$ cat config.mk
export PLATFORM = sky130hd
export DESIGN_NAME = scheduler_sched_info_fetch
export DESIGN_NICKNAME = d
export VERILOG_FILES = /design/src/rtl/scheduler_sched_info_fetch.sv
export SDC_FILE = /design/constraint.sdc
export NUM_CORES = 1
export LEC_CHECK = 0
export ABC_AREA = 1
export CAP_MARGIN = 20
export CELL_PAD_IN_SITES_DETAIL_PLACEMENT = 0
export CELL_PAD_IN_SITES_GLOBAL_PLACEMENT = 1
export CORE_AREA = 2 2 87 172
export CTS_CLUSTER_DIAMETER = 50
export CTS_CLUSTER_SIZE = 40
export DETAILED_ROUTE_END_ITERATION = 10
export DIE_AREA = 0 0 89 174
export PLACE_DENSITY_LB_ADDON = 0.1
export SYNTH_ARGS = -nofsm -noshare
export SYNTH_HDL_FRONTEND = slang
export SYNTH_SLANG_ARGS = --single-unit
export TNS_END_PERCENT = 30
$ cat constraint.sdc
create_clock -name clk -period 3.03 [get_ports clk]
set_clock_uncertainty 0.15 [all_clocks]
set_input_delay 0.4545 -clock clk [delete_from_list [all_inputs] [get_ports clk]]
set_output_delay 0.4545 -clock clk [all_outputs]
set_load 0.05 [all_outputs]
$ cat src/rtl/scheduler_sched_info_fetch.sv
`default_nettype none
// ============================================================================
// Module   : scheduler_sched_info_fetch
// Brief    : Fetches per-accelerator schedule-info entries from a 1-cycle
//            registered memory. It tracks unconsumed entries by snooping the
//            memory write port and returns the entry with a hit/miss flag.
//            Optional macro SCHED_INFO_FETCH_BYPASS_EN forwards a same-cycle
//            snoop write to the response.
// Revision : 1.0 - initial release
// ============================================================================
module scheduler_sched_info_fetch #(
    parameter int MAX_ACCS = 16,
    localparam int AW = (MAX_ACCS > 1) ? $clog2(MAX_ACCS) : 1
) (
    input  logic                clk,
    input  logic                rst,
    input  logic                req_valid,
    output logic                req_ready,
    input  logic [AW-1:0]       req_acc_id,
    input  logic                snoop_wr_en,
    input  logic [AW-1:0]       snoop_wr_addr,
    input  logic [49:0]         snoop_wr_din,
    output logic                mem_rd_en,
    output logic [AW-1:0]       mem_rd_addr,
    input  logic [49:0]         mem_rd_dout,
    output logic                rsp_valid,
    input  logic                rsp_ready,
    output logic [AW-1:0]       rsp_acc_id,
    output logic                rsp_hit,
    output logic [49:0]         rsp_data,
    output logic [MAX_ACCS-1:0] pending_mask
);

    localparam logic [AW:0] c_max_accs = (AW+1)'(MAX_ACCS);

    typedef enum logic [1:0] {
        S_IDLE = 2'd0,
        S_RD   = 2'd1,
        S_RSP  = 2'd2
    } state_t;

    state_t                r_state;
    logic [MAX_ACCS-1:0]   r_pending;
    logic [AW-1:0]         r_id;
    logic                  r_hit;
    logic                  r_rsp_valid;
    logic [AW-1:0]         r_rsp_acc_id;
    logic                  r_rsp_hit;
    logic [49:0]           r_rsp_data;

    logic                  w_accept;
    logic                  w_in_range;
    logic                  w_pend_bit;
    logic                  w_hit;
    logic [49:0]           w_rd_data;
    logic [MAX_ACCS-1:0]   w_req_dec;
    logic [MAX_ACCS-1:0]   w_snp_dec;
    logic [MAX_ACCS-1:0]   w_set;
    logic [MAX_ACCS-1:0]   w_clr;
    logic [MAX_ACCS-1:0]   w_mask_nxt;

    assign req_ready  = (r_state == S_IDLE) && !rst;
    assign w_accept   = req_valid && req_ready;
    assign w_in_range = {1'b0, req_acc_id} < c_max_accs;

    // One-hot decodes; out-of-range ids decode to all zeros.
    always_comb begin
        w_req_dec = '0;
        w_snp_dec = '0;
        for (int i = 0; i < MAX_ACCS; i++) begin
            w_req_dec[i] = (req_acc_id == AW'(i));
            w_snp_dec[i] = (snoop_wr_addr == AW'(i));
        end
    end

    assign w_pend_bit = w_in_range && |(w_req_dec & r_pending);
    assign w_set      = snoop_wr_en ? w_snp_dec : '0;
    assign w_clr      = (w_accept && w_hit) ? w_req_dec : '0;

`ifdef SCHED_INFO_FETCH_BYPASS_EN
    logic        w_same;
    logic        r_byp;
    logic [49:0] r_byp_data;

    assign w_same     = snoop_wr_en && (snoop_wr_addr == req_acc_id) && w_in_range;
    assign w_hit      = w_pend_bit || w_same;
    // The fetch consumes the entry being written in the same cycle.
    assign w_mask_nxt = (r_pending | w_set) & ~w_clr;
    assign w_rd_data  = r_byp ? r_byp_data : mem_rd_dout;
`else
    logic w_unused_din;

    assign w_unused_din = ^snoop_wr_din;
    assign w_hit        = w_pend_bit;
    // A same-cycle write survives the fetch and stays pending.
    assign w_mask_nxt   = (r_pending & ~w_clr) | w_set;
    assign w_rd_data    = mem_rd_dout;
`endif

    assign mem_rd_en    = w_accept && w_in_range;
    assign mem_rd_addr  = mem_rd_en ? req_acc_id : '0;

    always_ff @(posedge clk or posedge rst) begin
        if (rst) begin
            r_state      <= S_IDLE;
            r_pending    <= '0;
            r_id         <= '0;
            r_hit        <= 1'b0;
            r_rsp_valid  <= 1'b0;
            r_rsp_acc_id <= '0;
            r_rsp_hit    <= 1'b0;
            r_rsp_data   <= '0;
`ifdef SCHED_INFO_FETCH_BYPASS_EN
            r_byp        <= 1'b0;
            r_byp_data   <= '0;
`endif
        end else begin
            r_pending <= w_mask_nxt;
            case (r_state)
                S_IDLE: begin
                    if (w_accept) begin
                        r_id    <= req_acc_id;
                        r_hit   <= w_hit;
`ifdef SCHED_INFO_FETCH_BYPASS_EN
                        r_byp      <= w_same;
                        r_byp_data <= snoop_wr_din;
`endif
                        r_state <= S_RD;
                    end
                end
                S_RD: begin
                    r_rsp_data   <= r_hit ? w_rd_data : '0;
                    r_rsp_acc_id <= r_id;
                    r_rsp_hit    <= r_hit;
                    r_rsp_valid  <= 1'b1;
                    r_state      <= S_RSP;
                end
                S_RSP: begin
                    if (rsp_ready) begin
                        r_rsp_valid <= 1'b0;
                        r_state     <= S_IDLE;
                    end
                end
                default: r_state <= S_IDLE;
            endcase
        end
    end

    assign rsp_valid    = r_rsp_valid;
    assign rsp_acc_id   = r_rsp_acc_id;
    assign rsp_hit      = r_rsp_hit;
    assign rsp_data     = r_rsp_data;
    assign pending_mask = r_pending;

endmodule
`default_nettype wire

After elaboration in Yosys (flattened, before gate mapping)
Cells that the tools add are included.

$mul: 0. Divide/modulo/power cells: 0. Shifts and indexed selects: 0. Order comparisons: 0. Bitwise logic cells: 4. Reductions and logical operators: 12. Eq/ne operators: 34. Muxes and demuxes: 9. Add/sub/neg operators: 0.

Operator list (count): == test 4 bit (second input constant) (16); two-way mux 50 bit (1); bitwise AND 16 bit (2); == test 4 x 3 -> 1 bit (second input constant) (8); two-way mux 16 bit (2); == test 4 x 2 -> 1 bit (second input constant) (4); inverter 16 bit (1); OR 16 bit (1); OR reduction 16 bit (1); == test 4 x 1 -> 1 bit (second input constant) (2); zero test 4 bit (2); case mux 2 bit (3 select lines) (1); AND reduction 2 bit (3); two-way mux 2 bit (2); two-way mux 4 bit (1); inequality test 2 bit (second input constant) (2); logical AND 1 bit (3); == test 2 x 1 -> 1 bit (second input constant) (1); == test 2 bit (second input constant) (1); zero test 2 bit (1); case mux 1 bit (2 select lines) (1); nonzero test 2 bit (1); zero test 1 bit (1); two-way mux 1 bit (1).

Output and inout port bits: 78. Bits of input ports: 113. Latch bits: 0. Register bits after elaboration: 79. Logic and storage cells: 67. ROM bits: 0. RAM bits: 0. Memories: 0.

Logic depth before layout (Yosys ltp)
Gate-level depths: netlist of the first run.

Depth after elaboration: 8. Mapped depth: 12. Mapped depth without buffers: 11.

Worst setup path after synthesis of the first run
OpenSTA, ideal clock, no wires.

Path type: input to output. Start point: input rst. End point: output mem_rd_addr[0]. Required time: 2.425 ns. Path buffers: 0. Stages: 3. Data arrival time: 2.677 ns. Path slack: -0.251 ns. Cell sequence: nor3_1 nand2_1 nor2_1.

Cells in the longest elaborated chain, start to end: 4.

Ends and longest elaborated chain: from (decl) (RTL line 16) `input logic rst,`; zero test 1 bit (no source line); logical AND 1 bit (RTL line 62) `assign req_ready = (r_state == S_IDLE) && !rst;`; logical AND 1 bit (RTL line 63) `assign w_accept = req_valid && req_ready;`; two-way mux 4 bit (RTL line 101) `assign mem_rd_addr = mem_rd_en ? req_acc_id : '0;`; to (decl) (RTL line 24) `output logic [AW-1:0] mem_rd_addr,`.

No other way between the ends.

Worst setup path after layout of the first run
Start point: input rst. End point: output mem_rd_addr[1].

Same word-level chain as after synthesis.

==> flow_summary.yaml, run 1 <==
sta:
  worst_slack_ns: 0.603
  final.hold.worst_slack_ns: 0.326
  worstMarginPinSlew_ns: 1.02
  hold_viol_final: 0
  unrepaired_setup_endpoints_after_global_routing: "false"
  slew_viol_final: 0
  finalSetupTns_ns: 0
  timing.max_slew.rel_slack: 0.317
  fmax_mhz: 412
  timing.final.crit_share: 0.801
  min_tclk_post_route_ns: 2.43
  report.final.setup_viol: 0
power_and_ir_drop:
  internal_power_mw: 2.73
  power.share.switching: 0.434
  power.share.sequential: 0.327
  peakVddDrop_uv: 335
  leakagePower_nw: 2.62
  total_power_divided_by_cell_area_nw_per_um2: 883
  pwr-share-clk: 0.246
  switching_component_of_the_power_mw: 2.09
  power_frac_comb: 0.427
setup_path:
  reg2reg_setup_slack_ns: 1.13
  worstPathMaxFanout: 7
  timing.critical_path.to_type: "output pin"
  reg2reg_depth: 7
  required_ns: 2.43
  criticalPathCategory: "primary input to output pin"
  reg2reg_from: "r_state[1]$_DFFE_PP0P_"
  cp_num_buf_inv: 2
  crit_path_start: "rst"
  startpoint_type: "primary input"
  cell_breakdown_of_the_critical_path: "clkdlybuf4s50_1 -> nor3_2 -> nand2_1 -> nor2_1 -> buf_12"
  worstReg2RegEnd: "pending_mask[4]$_DFF_PP0_"
  worst_path_dominant_cell_family: "simple AND/OR/NAND/NOR gates"
  critical-path-slowest-cell: "clkdlybuf4s50_1"
  worstSetupPathDepth: 5
  worst-endpoint-arrival_ns: 1.82
  crit_path_max_incr_delay_ns: 0.45
yosys:
  postSynthRegisterBits: 79
  post_synth_num_cell_types: 15
  synth.yosys.warnings: 0
  synth.cell_area_um2: 3480
  synth-seq-area-share: 0.568
  postSynthAreaPerCell_um2: 7.98
  synth.net_count: 549
  synth_cells: 436
clock_network:
  cts.path.max_buffers: 2
  cts.htree.levels: 3
  cts_resized: 0
  cts.hold.buffers_added: 0
  cts_setup_buffers: 0
  cts.root.buffer_cell: "clkbuf_16"
  cts.sink_count: 79
  cts-buffers-inserted: 9
  tritoncts: "yes"
  clk_latency_ns: 0.33
  clk_pin_slew_worst_paths_ns: 0.06
hold_path:
  worstHoldPathCells: 2
  hold_path.class: "flip-flop to flip-flop"
  holdCritStartpoint: "rsp_hit$_DFFE_PP0P_"
  hold_path_endpoint: "rsp_hit$_DFFE_PP0P_"
layout:
  layout.core_utilization: 0.383
  antenna_cells: 0
  post_route_cell_area_um2: 5460
  area_growth_syn_to_layout_pct: 57.0
  drive_gt1_frac: 0.0624
  num-nets-final: 685
global_route:
  aggregate_global_route_resource_usage: 0.155
  grt_pass1_vias: 3336
  pin_count_of_the_biggest_net_entering_global_routing: 53
  grt_overflow_total: 0
  wire_length_of_the_first_global_routing_pass_um: 18200
  antenna_found_initial: 0
floorplanning:
  ios: 191
  placement_rows: 62
  chipWidth_um: 89
  core-area_um2: 14300
  die_y_um: 174
  floorplan.initialDensity: 0.244
  dieArea_um2: 15500
routing:
  vias_per_cell: 4.29
  dr.pass1.iters: 4
  route.vias.total: 3299
  detail-route-antenna-nets: 0
  route.detailed.wl_per_inst_um: 15.2
  initial_drc_count: 138
  drc_errors: 0
  wirelength_um: 11700
placed_design:
  number_of_input_and_output_port_buffers_inserted: 140
  detailedPlacementHpwl_um: 8540
  post-place-ws_ns: 0.540
  finalWeightedCongestion: 0.783
  placedInstanceArea_um2: 5140
run:
  cap_viol_max_count: 0
run_status:
  status: "finished clean"
logic make-up (layout without fill, tap and decap cells):
family | Yosys count | in the layout | synth area share
flops | 79 | 79 | 0.568
simple gates | 296 | 296 | 0.356
buf+inv | 51 | 192 | 0.0579
compound gates | 10 | 10 | 0.0173
placed cells by master, fill, tap and decap left out, types with 2 or more instances in the layout:
cell / instances
nand2_1: 166
clkdlybuf4s50_1: 134
nand3_1: 90
dfrtp_1: 78
nor2_1: 33
inv_1: 27
clkbuf_16: 9
buf_4: 7
o21ai_0: 6
buf_12: 5
o21bai_1: 4
inv_2: 2
nor2_2: 2
nor3_1: 2
clkinvlp_4: 2
inv_6: 2
bufinv_16: 2
Yosys cell counts:
library cell	number	area, um^2
o21ai_0	6	30.0
clkbuf_1	18	67.6
buf_2	2	10.0
nor3_1	3	15.0
dfrtp_1	79	1980
inv_2	1	3.75
clkinv_1	1	3.75
nand2_1	166	623
o21bai_1	4	30.0
nor2_1	34	128
nand2_4	1	11.3
buf_6	1	11.3
nor2_2	2	12.5
nand3_1	90	450
inv_1	28	105
power groups by stage:
stage | clock network (mW) | registers [mW] | logic [mW]
2_1_floorplan | 0 | 2.44 | 0.427
3_3_place_gp | 0 | 1.59 | 2.07
3_5_place_dp | 0 | 1.60 | 2.08
4_1_cts | 1.23 | 1.58 | 2.08
5_1_grt | 1.26 | 1.62 | 2.18
6_report | 1.18 | 1.58 | 2.06
worst max-delay path by stage:
stage,to,slack (ns)
6_report,mem_rd_addr[1],0.60
5_1_grt,mem_rd_addr[0],0.48
4_1_cts,mem_rd_addr[1],0.58
3_5_place_dp,pending_mask[4]$_DFF_PP0_,0.54
3_3_place_gp,pending_mask[1]$_DFF_PP0_,0.55
2_1_floorplan,mem_rd_addr[0],0.30
layout make-up:
type	instances	area [um^2]
Sequential cell	79	1980
Clock inverter	6	92.6
Timing Repair Buffer	146	1490
Tap cell	192	240
Fill cell	1516	8810
Inverter	30	114
Clock buffer	10	229
Multi-Input combinational cell	306	1310
sequential cells by signal, indices dropped and copies added (netlist names):
signal / flops
rsp_data: 50
pending_mask: 16
r_id: 4
rsp_acc_id: 4
r_state: 2
r_hit: 1
rsp_hit: 1
rsp_valid: 1
worst register-to-register path: cells and delay by family (launching register included):
kind                   cells  cell delay [ns]
flip-flops                 1             0.44
AND/OR/NAND/NOR            5             0.72
buffers and inverters      2             0.49
per-stage QoR:
| step | std cells | power (mW) |
|---|---|---|
| 2_1_floorplan | 436 | 2.86 |
| 3_3_place_gp | 753 | 3.66 |
| 3_5_place_dp | 753 | 3.68 |
| 4_1_cts | 769 | 4.89 |
| 5_1_grt | 769 | 5.06 |
| 6_report | 769 | 4.82 |
layer usage:
layer  global-route usage  vias up  part of all wire
li1                     -     1650                 -
met1                0.171     1517              0.37
met2                0.272      110              0.53
met3               0.0328       22             0.052
met4               0.0784        0             0.048
met5                    0        -                 0
Power figures use the tool's default switching activity.
==> inputs of run 2 (changes only) <==
==> constraint.sdc (replaced) <==
create_clock -name clk -period 2.4 [get_ports clk]
set_clock_uncertainty 0.15 [all_clocks]
set_input_delay 0.36 -clock clk [delete_from_list [all_inputs] [get_ports clk]]
set_output_delay 0.36 -clock clk [all_outputs]
set_load 0.05 [all_outputs]
==> flow_summary.yaml, run 2 (synthesis gave the netlist of run 1 again) <==
run_status:
  status: "finished clean"
floorplanning:
  die_y_um: 174
  ios: 191
  floorplan.initialDensity: 0.244
  placement_rows: 62
  chipWidth_um: 89
  dieArea_um2: 15500
  core-area_um2: 14300
sta:
  min_tclk_post_route_ns: 2.23
  worstMarginPinSlew_ns: 0.592
  slew_viol_final: 0
  hold_viol_final: 0
  timing.max_slew.rel_slack: 0.605
  report.final.setup_viol: 0
  fmax_mhz: 448
  unrepaired_setup_endpoints_after_global_routing: "false"
  timing.final.crit_share: 0.931
  finalSetupTns_ns: 0
global_route:
  aggregate_global_route_resource_usage: 0.153
  grt_pass1_vias: 3426
  antenna_found_initial: 0
  wire_length_of_the_first_global_routing_pass_um: 17800
  pin_count_of_the_biggest_net_entering_global_routing: 53
  grt_overflow_total: 0
routing:
  route.detailed.wl_per_inst_um: 15.0
  route.vias.total: 3332
  drc_errors: 0
  vias_per_cell: 4.30
  initial_drc_count: 99
  dr.pass1.iters: 6
  wirelength_um: 11600
  detail-route-antenna-nets: 0
clock_network:
  clk_pin_slew_worst_paths_ns: 0.06
  cts_setup_buffers: 0
  cts.path.max_buffers: 2
  clk_latency_ns: 0.33
  tritoncts: "yes"
  cts.hold.buffers_added: 0
  cts.sink_count: 79
  cts-buffers-inserted: 9
  cts.htree.levels: 3
  cts_resized: 0
  cts.root.buffer_cell: "clkbuf_16"
setup_path:
  cell_breakdown_of_the_critical_path: "clkdlybuf4s50_1 -> nor3_4 -> nand2_1 -> nor2_2 -> buf_12"
  cp_num_buf_inv: 2
  worst-endpoint-arrival_ns: 1.72
  worst_path_dominant_cell_family: "simple AND/OR/NAND/NOR gates"
  timing.critical_path.to_type: "output pin"
  criticalPathCategory: "primary input to output pin"
  required_ns: 1.89
  startpoint_type: "primary input"
  critical-path-slowest-cell: "clkdlybuf4s50_1"
  crit_path_max_incr_delay_ns: 0.49
  worstPathMaxFanout: 7
layout:
  drive_gt1_frac: 0.0789
  combined_area_of_the_multi_input_logic_cells_um2: 1330
  post_route_cell_area_um2: 5590
  largest_reg_flops: 50
  area_growth_syn_to_layout_pct: 60.6
  antenna_cells: 0
  layout_commonest_cell: "nand2_1"
  most-common-layout-cells: "nand2_1, clkdlybuf4s50_1, nand3_1, dfrtp_1, nor2_1"
  num-fill-cells: 1542
  num-nets-final: 691
  regArea_um2: 1980
run:
  cap_viol_max_count: 0
placed_design:
  number_of_input_and_output_port_buffers_inserted: 140
  finalWeightedCongestion: 0.751
  placedInstanceArea_um2: 5270
  detailedPlacementHpwl_um: 8630
power_and_ir_drop:
  leakagePower_nw: 2.67
  total_power_divided_by_cell_area_nw_per_um2: 1100
  total_power_mw: 6.12
  peakVddDrop_uv: 390
hold_path:
  hold_path.class: "flip-flop to flip-flop"
## run 2: final cells by class
cell class,instances,share of cell area
sequential,79,0.354
timing repair buffer,152,0.287
multi-input combinational,306,0.238
tap,192,0.0430
clock buffer,10,0.0410
inverter,30,0.0208
clock inverter,6,0.0166
## run 2: worst paths after layout
check / slack [ns] / cells after the start / endpoint / start
max: 0.17 / 5 / mem_rd_addr[2] / rst
min: 0.33 / 2 / rsp_hit$_DFFE_PP0P_ / rsp_hit$_DFFE_PP0P_
max reg2reg: 0.61 / 7 / pending_mask[1]$_DFF_PP0_ / r_state[1]$_DFFE_PP0P_
min reg2reg: 0.33 / 2 / rsp_hit$_DFFE_PP0P_ / rsp_hit$_DFFE_PP0P_
max in group asynchronous: 1.18 / 3 / pending_mask[5]$_DFF_PP0_ / rst
min in group asynchronous: 0.37 / 2 / rsp_data[2]$_DFFE_PP0P_ / rst
## run 2: power by group
group | internal (mW) | total [mW] | switching, mW
registers | 1.69 | 1.90 | 0.213
clock network | 0.919 | 1.49 | 0.569
logic | 0.871 | 2.73 | 1.86
total | 3.48 | 6.12 | 2.64
## run 2: per-layer routing
metal	wire length, um	vias up	global-route usage
li1	-	1662	-
met3	523	17	0.0285
met4	401	0	0.0678
met5	0	-	0
met2	6580	92	0.290
met1	4120	1561	0.154
## run 2: worst register-to-register path, delay by kind of cell (launching register included)
| family | cells | cell delay [ns] |
|---|---|---|
| buf+inv | 2 | 0.36 |
| simple gates | 5 | 0.71 |
| flops | 1 | 0.46 |
## run 2: per-stage QoR
stage	instances	utilization	setup WS, ns	hold WS [ns]
after floorplan	436	-	0.184	0.317
after global placement	759	0.369	0.0671	0.310
after detailed placement	759	0.369	0.0640	0.312
after CTS	775	0.391	0.112	0.327
after global routing	775	0.391	0.0731	0.346
final	775	0.391	0.165	0.325
==> inputs of run 3 (changes only) <==
--- a/config.mk
+++ b/config.mk
@@ -9,11 +9,11 @@
 export CAP_MARGIN = 20
 export CELL_PAD_IN_SITES_DETAIL_PLACEMENT = 0
 export CELL_PAD_IN_SITES_GLOBAL_PLACEMENT = 1
-export CORE_AREA = 2 2 87 172
+export CORE_AREA = 2 2 84 166
 export CTS_CLUSTER_DIAMETER = 50
 export CTS_CLUSTER_SIZE = 40
 export DETAILED_ROUTE_END_ITERATION = 10
-export DIE_AREA = 0 0 89 174
+export DIE_AREA = 0 0 86 168
 export PLACE_DENSITY_LB_ADDON = 0.1
 export SYNTH_ARGS = -nofsm -noshare
 export SYNTH_HDL_FRONTEND = slang
==> flow_summary.yaml, run 3 (synthesis gave the netlist of run 1 again) <==
run_status:
  status: "finished clean"
floorplanning:
  placement_rows: 60
  core-area_um2: 13300
  floorplan.initialDensity: 0.262
  ios: 191
  dieArea_um2: 14400
  chipWidth_um: 86
  die_y_um: 168
routing:
  detail-route-antenna-nets: 0
  dr.pass1.iters: 4
  route.detailed.wl_per_inst_um: 14.0
  route.vias.total: 3248
  drc_errors: 0
  wirelength_um: 10400
  initial_drc_count: 145
  vias_per_cell: 4.40
clock_network:
  cts-buffers-inserted: 9
  cts.sink_count: 79
  cts.htree.levels: 3
  cts_setup_buffers: 0
  clk_pin_slew_worst_paths_ns: 0.06
  cts.path.max_buffers: 2
  clk_latency_ns: 0.33
  cts.hold.buffers_added: 0
  cts_resized: 0
  cts.root.buffer_cell: "clkbuf_16"
  tritoncts: "yes"
global_route:
  wire_length_of_the_first_global_routing_pass_um: 17100
  antenna_found_initial: 0
  aggregate_global_route_resource_usage: 0.149
  grt_overflow_total: 0
  grt_pass1_vias: 3305
  pin_count_of_the_biggest_net_entering_global_routing: 53
layout:
  area_growth_syn_to_layout_pct: 60.3
  antenna_cells: 0
  num-nets-final: 692
  largest_reg_flops: 50
  layout_commonest_cell: "nand2_1"
  most-common-layout-cells: "nand2_1, clkdlybuf4s50_1, nand3_1, dfrtp_1, nor2_1"
  final-instance-count-excl-fill: 739
  post_route_cell_area_um2: 5580
  drive_gt1_frac: 0.0805
hold_path:
  worstHoldPathCells: 2
  holdCritStartpoint: "rsp_data[44]$_DFFE_PP0P_"
  hold_path.class: "flip-flop to flip-flop"
  hold_path_endpoint: "rsp_data[44]$_DFFE_PP0P_"
power_and_ir_drop:
  peakVddDrop_uv: 444
  leakagePower_nw: 2.69
  total_power_divided_by_cell_area_nw_per_um2: 1130
  total_power_mw: 6.29
sta:
  slew_viol_final: 0
  hold_viol_final: 0
  min_tclk_post_route_ns: 2.23
  worst_slack_ns: 0.173
  worstMarginPinSlew_ns: 0.542
  report.final.setup_viol: 0
  timing.final.crit_share: 0.928
  fmax_mhz: 449
  unrepaired_setup_endpoints_after_global_routing: "false"
  timing.max_slew.rel_slack: 0.638
  finalSetupTns_ns: 0
setup_path:
  reg2reg_setup_slack_ns: 0.65
  criticalPathCategory: "primary input to output pin"
  critical-path-slowest-cell: "clkdlybuf4s50_1"
  worstReg2RegEnd: "pending_mask[2]$_DFF_PP0_"
  crit_path_max_incr_delay_ns: 0.50
  required_ns: 1.89
  worst-endpoint-arrival_ns: 1.72
  reg2reg_from: "r_state[1]$_DFFE_PP0P_"
  worstPathMaxFanout: 7
  reg2reg_depth: 7
  timing.critical_path.to_type: "output pin"
  startpoint_type: "primary input"
  cell_breakdown_of_the_critical_path: "clkdlybuf4s50_1 -> nor3_4 -> nand2_1 -> nor2_2 -> buf_12"
placed_design:
  placedInstanceArea_um2: 5210
  finalWeightedCongestion: 0.748
  detailedPlacementHpwl_um: 7350
  numPlacedInstances: 723
  post-place-ws_ns: 0.122
  number_of_input_and_output_port_buffers_inserted: 140
run:
  cap_viol_max_count: 0
run 3: power breakdown:
group	switching [mW]	leakage, nW	total (mW)	internal (mW)
Clock	0.546	0.173	1.67	1.12
Sequential	0.222	0.999	1.91	1.69
Combinational	1.83	1.52	2.71	0.882
Total	2.60	2.69	6.29	3.69
run 3: routing by layer:
metal,part of all wire,GRT usage,wire length [um],up-vias
li1,-,-,-,1657
met1,0.48,0.213,4950,1482
met2,0.44,0.215,4580,101
met3,0.070,0.0461,722,8
met4,0.012,0.0504,127,0
met5,0,0,0,-
run 3: critical path: cells and delay by family:
kind / cells / cell delay, ns
buf+inv: 2 / 0.66
simple gates: 3 / 0.70
run 3: layout make-up:
cell class / instances / area, um^2
Sequential cell: 79 / 1980
Inverter: 30 / 116
Fill cell: 1351 / 7710
Tap cell: 155 / 194
Multi-Input combinational cell: 306 / 1330
Clock buffer: 10 / 229
Timing Repair Buffer: 153 / 1600
Clock inverter: 6 / 133
run 3: stage by stage:
| stage | util | hold WS (ns) |
|---|---|---|
| 2_1_floorplan | - | 0.317 |
| 3_5_place_dp | 0.392 | 0.311 |
| 6_report | 0.420 | 0.326 |
| 3_3_place_gp | 0.392 | 0.305 |
| 5_1_grt | 0.420 | 0.351 |
| 4_1_cts | 0.420 | 0.332 |
run 3: worst max-delay path by stage:
stage	to	slack [ns]	start
after floorplan	mem_rd_addr[0]	0.18	r_state[1]$_DFFE_PP0P_
after global placement	pending_mask[2]$_DFF_PP0_	0.11	req_acc_id[2]
after detailed placement	pending_mask[2]$_DFF_PP0_	0.12	req_acc_id[2]
after CTS	mem_rd_addr[1]	0.14	rst
after global routing	mem_rd_addr[1]	0.04	rst
final	mem_rd_addr[1]	0.17	rst
